==> config.mk <==
export PLATFORM = sky130hd
export DESIGN_NAME = mem_stage_ctrl
export DESIGN_NICKNAME = d
export VERILOG_FILES = /design/src/rtl/riscv_pkg.sv /design/src/rtl/mem_timeout_ctr.sv /design/src/rtl/mem_stage_ctrl.sv
export SDC_FILE = /design/constraint.sdc
export NUM_CORES = 1
export LEC_CHECK = 0
export ABC_CLOCK_PERIOD_IN_PS = 2570
export CORE_AREA = 2 2 162 164
export CTS_BUF_LIST = sky130_fd_sc_hd__clkbuf_4
export CTS_CLUSTER_DIAMETER = 50
export DETAILED_ROUTE_END_ITERATION = 10
export DIE_AREA = 0 0 164 166
export GPL_ROUTABILITY_DRIVEN = 0
export PLACE_DENSITY = 0.68
export SLEW_MARGIN = 10
export SYNTH_ARGS = -nofsm -noshare
export SYNTH_HDL_FRONTEND = slang
export SYNTH_SLANG_ARGS = --single-unit
==> constraint.sdc <==
create_clock -name clk -period 2.57 [get_ports clk]
set_input_delay 0.257 -clock clk [delete_from_list [all_inputs] [get_ports clk]]
set_output_delay 0.257 -clock clk [all_outputs]
set_load 0.01 [all_outputs]
==> src/rtl/riscv_pkg.sv <==
// riscv_pkg: definitions shared by the RV64 pipeline control blocks.
//   - MEM-stage sequencer state encoding (IDLE/BUSY/DONE), 2-bit constants
//   - XLEN: datapath width
//   - RESULT_SRC_BUBBLE: ResultSrc value carried by a MEM/WB bubble
package riscv_pkg;

    localparam int XLEN = 64;

    localparam logic [1:0] IDLE = 2'b00;
    localparam logic [1:0] BUSY = 2'b01;
    localparam logic [1:0] DONE = 2'b10;

    localparam logic [1:0] RESULT_SRC_BUBBLE = 2'b00;

endpackage

==> src/rtl/mem_timeout_ctr.sv <==
// mem_timeout_ctr: 16-bit watchdog counter for an outstanding data memory access.
// Ports:
//   clk      in   clock
//   rst      in   synchronous, active-high reset
//   clear    in   restart the count (start of a new access)
//   count_en in   access still pending this cycle (BUSY and no ack)
//   expired  out  this pending cycle is the LIMIT-th one without an ack
module mem_timeout_ctr #(
    parameter int LIMIT = 255
) (
    input  logic clk,
    input  logic rst,
    input  logic clear,
    input  logic count_en,
    output logic expired
);

    logic [15:0] count;

    always_ff @(posedge clk) begin
        if (rst || clear) begin
            count <= 16'd0;
        end else if (count_en) begin
            count <= count + 16'd1;
        end
    end

    // count holds the number of pending cycles already completed, so the
    // LIMIT-th pending cycle sees LIMIT-1.
    assign expired = count_en && (count == 16'(LIMIT - 1));

endmodule

==> src/rtl/mem_stage_ctrl.sv <==
// mem_stage_ctrl: MEM-stage sequencer. Converts a load/store in MEM into a
// req/ack transaction on a variable-latency data memory port, freezes the
// upstream stages and bubbles MEM/WB while the access is pending, and holds the
// returned load data for the MEM/WB register.
//
// Optional feature: define MEM_TIMEOUT_EN to add a watchdog that aborts a
// BUSY access after TIMEOUT_CYCLES cycles without ack (mem_err pulse, load
// data forced to 0). Without it, mem_err is tied to 0.
//
// Ports:
//   clk, rst                    clock, synchronous active-high reset
//   MemReqM, MemWriteM          MEM instruction is a load/store, 1 = store
//   ALUResultM, WriteDataM      effective address, store data
//   dmem_req/we/addr/wdata      registered request to data memory
//   dmem_ack, dmem_rdata        completion pulse and load data
//   ReadDataM                   held load data to MEM/WB
//   StallF/D/E/M, FlushW        upstream freeze and MEM/WB bubble
//   mem_err                     timeout pulse (DONE cycle)
module mem_stage_ctrl
    import riscv_pkg::*;
#(
    parameter int TIMEOUT_CYCLES = 255
) (
    input  logic            clk,
    input  logic            rst,
    input  logic            MemReqM,
    input  logic            MemWriteM,
    input  logic [XLEN-1:0] ALUResultM,
    input  logic [XLEN-1:0] WriteDataM,
    output logic            dmem_req,
    output logic            dmem_we,
    output logic [XLEN-1:0] dmem_addr,
    output logic [XLEN-1:0] dmem_wdata,
    input  logic            dmem_ack,
    input  logic [XLEN-1:0] dmem_rdata,
    output logic [XLEN-1:0] ReadDataM,
    output logic            StallF,
    output logic            StallD,
    output logic            StallE,
    output logic            StallM,
    output logic            FlushW,
    output logic            mem_err
);

    if (TIMEOUT_CYCLES < 1 || TIMEOUT_CYCLES > 65535) begin : g_bad_timeout
        $error("mem_stage_ctrl: TIMEOUT_CYCLES must be within 1..65535");
    end

    logic [1:0] state;
    logic [1:0] state_nxt;
    logic       start;
    logic       timeout;
    logic       hold;

    assign start = (state == IDLE) && MemReqM;

`ifdef MEM_TIMEOUT_EN
    logic expired;
    logic err_q;

    mem_timeout_ctr #(
        .LIMIT(TIMEOUT_CYCLES)
    ) u_timeout_ctr (
        .clk     (clk),
        .rst     (rst),
        .clear   (start),
        .count_en((state == BUSY) && !dmem_ack),
        .expired (expired)
    );

    // count_en already excludes ack cycles, so a same-cycle ack wins.
    assign timeout = expired;

    always_ff @(posedge clk) begin
        if (rst) begin
            err_q <= 1'b0;
        end else begin
            err_q <= (state == BUSY) && timeout;
        end
    end

    assign mem_err = err_q;
`else
    assign timeout = 1'b0;
    assign mem_err = 1'b0;
`endif

    always_comb begin
        state_nxt = state;
        case (state)
            IDLE:    if (MemReqM) state_nxt = BUSY;
            BUSY:    if (dmem_ack || timeout) state_nxt = DONE;
            DONE:    state_nxt = IDLE;
            default: state_nxt = IDLE;
        endcase
    end

    always_ff @(posedge clk) begin
        if (rst) begin
            state      <= IDLE;
            dmem_req   <= 1'b0;
            dmem_we    <= 1'b0;
            dmem_addr  <= '0;
            dmem_wdata <= '0;
            ReadDataM  <= '0;
        end else begin
            state    <= state_nxt;
            // Request is high for exactly the BUSY cycles.
            dmem_req <= (state_nxt == BUSY);
            if (start) begin
                dmem_we    <= MemWriteM;
                dmem_addr  <= ALUResultM;
                dmem_wdata <= WriteDataM;
            end
            // dmem_we still describes the in-flight access during BUSY.
            if (state == BUSY && !dmem_we) begin
                if (dmem_ack) begin
                    ReadDataM <= dmem_rdata;
                end else if (timeout) begin
                    ReadDataM <= '0;
                end
            end
        end
    end

    // The instruction must wait in MEM from the cycle it arrives until its ack.
    assign hold   = start || (state == BUSY);
    assign StallF = hold;
    assign StallD = hold;
    assign StallE = hold;
    assign StallM = hold;
    assign FlushW = hold;

endmodule

# == After elaboration in Yosys (flattened, before gate mapping) ==
# Index checks and enable logic that the tools add are counted.
# totals
inputBits,197
wordCells,17
regBits,196
# classes
eq_ne,2
muxes,3
reduce_logical,6
# ops
cell,count
$eq A2 B1 Y1 const B,2
$mux W2,2
$pmux W2 S2,1
$logic_and A1 B1 Y1,2
$logic_not A2 Y1,1
$reduce_and A2 Y1,1
$logic_not A1 Y1,1
$logic_or A1 B1 Y1,1

# == Longest topological paths before layout ==
# logic_depth
depth_word,3
ltp_mapped,5
ltp_nobuf,2

# == Worst setup path before layout ==
# OpenSTA, ideal clock, no wires.
# synth_path
path_type,reg2reg
startpoint,register state[1]
endpoint,register dmem_addr[0]
setup_slack_ps,1368
path_buffers,2
t_arrival_ps,1131
stages_incl_launch_ff,5
synth_period_minus_slack_ps,1202
setup_time_ps,72
cell_sequence,dfxtp_1 > nor3b_2 > buf_2 > buf_4 > mux2i_1
# synth_between
elab_chain_cells,2
# synth_rtl
item,line,text
from (decl),mem_stage_ctrl.sv:49,logic [1:0] state;
from (signal assigned),mem_stage_ctrl.sv:107,state <= state_nxt;
$logic_not A2 Y1,mem_stage_ctrl.sv:55,assign start = (state == IDLE) && MemReqM;
$logic_and A1 B1 Y1,mem_stage_ctrl.sv:55,
to (signal assigned),mem_stage_ctrl.sv:112,dmem_addr <= ALUResultM;
to (decl),mem_stage_ctrl.sv:32,"output logic [XLEN-1:0] dmem_addr,"
# Every way passes these cells.
# A chain may end at the register's enable or synchronous reset.

# == Worst setup path after layout ==
# layout_path
startpoint,register state[0]
endpoint,output StallF
# layout_between
elab_chain_cells,3
# layout_rtl
item,line,text
$logic_not A2 Y1,mem_stage_ctrl.sv:55,
$logic_and A1 B1 Y1,mem_stage_ctrl.sv:55,
$logic_or A1 B1 Y1 (*),mem_stage_ctrl.sv:127,assign hold = start || (state == BUSY);
to (decl),mem_stage_ctrl.sv:37,"output logic StallF,"
# Mark *: on every way between the ends. The rest lies on a longest branch, timed or not.

==> impl_metrics.tcl <==
set metrics [dict create \
    areaGrowthSynthToFinish_pct 50.9 \
    hold_buffers 0 \
    placed_cells_incl_taps 1529 \
    ctsRootBufferMaster "clkbuf_4" \
    status "finished, final reports clean" \
    synth_cell_types 15 \
    leakagePower_nw 4.87 \
    syn-instance-count 855 \
    cts_buffer_depth 2 \
    cts_resized 0 \
    globalRouteTotalUtil_pct 17.4 \
    setup.worst_path.start "state[0]$_SDFF_PP0_" \
    hold_class "input pin to flop" \
    antenna_left 0 \
    wl_um 24000 \
    r2r.worst_path.cells 3 \
    cts_tree "yes" \
    firstDrtPassIters 4 \
    dr.first_iter.drc_count 259 \
    final_layout_size_suffix_gt1_share_pct 3.92 \
    syn_nets 1052 \
    fin_skew_ns 0.0321 \
    hpwl_um 17500 \
    timing.reg2reg.setup_slack_ns 0.88 \
    drc_errors 0 \
    ys_warn_count 0 \
    worstPathCellList "nor2_1 > nor2_1 > clkdlybuf4s50_1" \
    clk_latency_ns 0.59 \
    grt_setup_unrepaired "false" \
    cts_setup_buffers 0 \
    worst_path_max_delay_cell "clkdlybuf4s50_1" \
    vdd_drop_max_uv 237 \
    tightest_slew_ns 0.557 \
    relSlewSlack_pct 62.9 \
    rr_startpoint "state[1]$_SDFF_PP0_" \
    hold_viol 0 \
    rows 59 \
    grt_max_degree 109 \
    io_buffer_count 395 \
    worstSetupStartpointType "flop" \
    layout_min_cycle_time_ns 2.22 \
    numClockSinks 196 \
    postSynthAreaPerCell_sq_um 10.2 \
    synth_area_sq_um 8750 \
    cp-end-kind "output port" \
    die_y_um 166 \
    antenna_found_initial 4 \
    critPathKind "flop to output port" \
    viasPerCell 4.31 \
    cts_buffers 17 \
    crit_arrival_ns 1.96 \
    wl_per_cell_um 15.4 \
    overflow 0 \
    cp_common_cell "nor2_1" \
    holdCritStartpoint "rst" \
    holdPathStages 2 \
    die_w_um 164 \
    grt_pass1_wl_um 37000 \
    num_vias 6737 \
    cp.required_ns 2.31 \
    slew_violations 0 \
    fin_area_sq_um 13200 \
    ys_seq_area_share_pct 44.8 \
    grt_pass1_vias 6696 \
    finalCritPeriodShare_pct 86.4 \
    fmax_mhz 451 \
    coreArea_sq_um 25600 \
    tns_ns 0 \
    cellPowerDensity_nw_per_um2 486 \
    final_nets 1410 \
    die_area_sq_um 27200 \
    placed_area_sq_um 12900 \
    whs_ns 0.174 \
    ys_seq_elements 196 \
    path_clk_slew_ns 0.19 \
    critPathMaxFanout 6 \
    boundaryPins 397 \
    h-tree-depth 4 \
    maxCapViolCount 0 \
    setup_violations 0 \
    initial_core_util_pct 34.2 \
    instances_no_fill 1564 \
    max_stage_delay_ns 0.60 \
]
[cell type report]
class / count / area [sq um]
fillers: 2387 / 12400
multi-input cells: 590 / 4430
repair buffers: 408 / 4140
flip-flops and latches: 196 / 3920
well taps: 335 / 419
clock buffers: 19 / 143
clock inverters: 13 / 140
diodes: 3 / 7.51
[critical path: cells and delay by family, from the launching register on]
family / cells / cell delay, ns
DFF: 1 / 0.49
and+or+nand+nor: 2 / 0.30
buffers and inverters: 1 / 0.60
[routing by layer]
layer	share of wire [%]	global-route usage, %	vias to the layer above
li1	-	-	3442
met5	0.054	0	-
met4	1.8	6.25	2
met1	41	19.9	3048
met3	7.8	5.67	26
met2	49	30.3	219
[cell usage in the layout, fill, tap and decap left out, drive strengths merged]
cell type,netlist,final
a211oi,2,2
and4bb,1,1
buf,30,14
clkbuf,39,19
clkdlybuf4s50,0,394
clkinv,0,6
conb,1,1
dfxtp,196,196
diode,0,3
inv,0,7
mux2i,193,193
nand2,1,1
nand2b,388,388
nor2,2,2
nor3,1,1
nor3b,1,1
[registers in the layout, summed over array words and instances (netlist names)]
| signal | count |
|---|---|
| dmem_addr | 64 |
| dmem_we | 1 |
| ReadDataM | 64 |
| state | 2 |
| dmem_wdata | 64 |
| dmem_req | 1 |
[synth_stat cells]
library cell	instances	area share [%]
mux2i_1	193	22
and4bb_1	1	0.14
clkbuf_1	39	1.7
a211oi_1	2	0.17
nor3_1	1	0.057
nand2b_1	388	28
dfxtp_1	196	45
nor3b_2	1	0.14
buf_8	6	1.0
buf_2	6	0.34
buf_4	16	1.4
nand2_1	1	0.043
nor2_1	2	0.086
buf_6	2	0.26
conb_1	1	0.043
[path summary, 6_finish.rpt]
check	end
setup / recovery	StallF
hold / removal	state[1]$_SDFF_PP0_
setup reg to reg	ReadDataM[63]$_SDFFE_PP0P_
hold reg to reg	dmem_addr[9]$_SDFFE_PP0P_
[power breakdown]
part	total [mW]	internal [mW]	switching (mW)
combinational	1.41	0.885	0.528
clock	1.67	0.463	1.21
sequential	3.33	3.23	0.101
total	6.41	4.58	1.83
[cells by family after synthesis]
family          count (synthesis)  synth area share [%]
simple gates                  394                  28.2
flops                         196                  44.8
mux                           193                  22.1
buf+inv                        69                  4.67
compound gates                  2                 0.172
other cells                     1                0.0428
[metrics by stage]
step           utilization [%]  total power [mW]  setup WS (ns)
6_report                  51.5              6.41          0.350
5_1_grt                   51.5              6.74          0.183
4_1_cts                   51.5              6.53          0.281
3_5_place_dp              50.4              4.82          0.608
3_3_place_gp              50.4              4.81          0.656
2_1_floorplan                -              4.03           1.37
(Power assumes the default switching activity.)
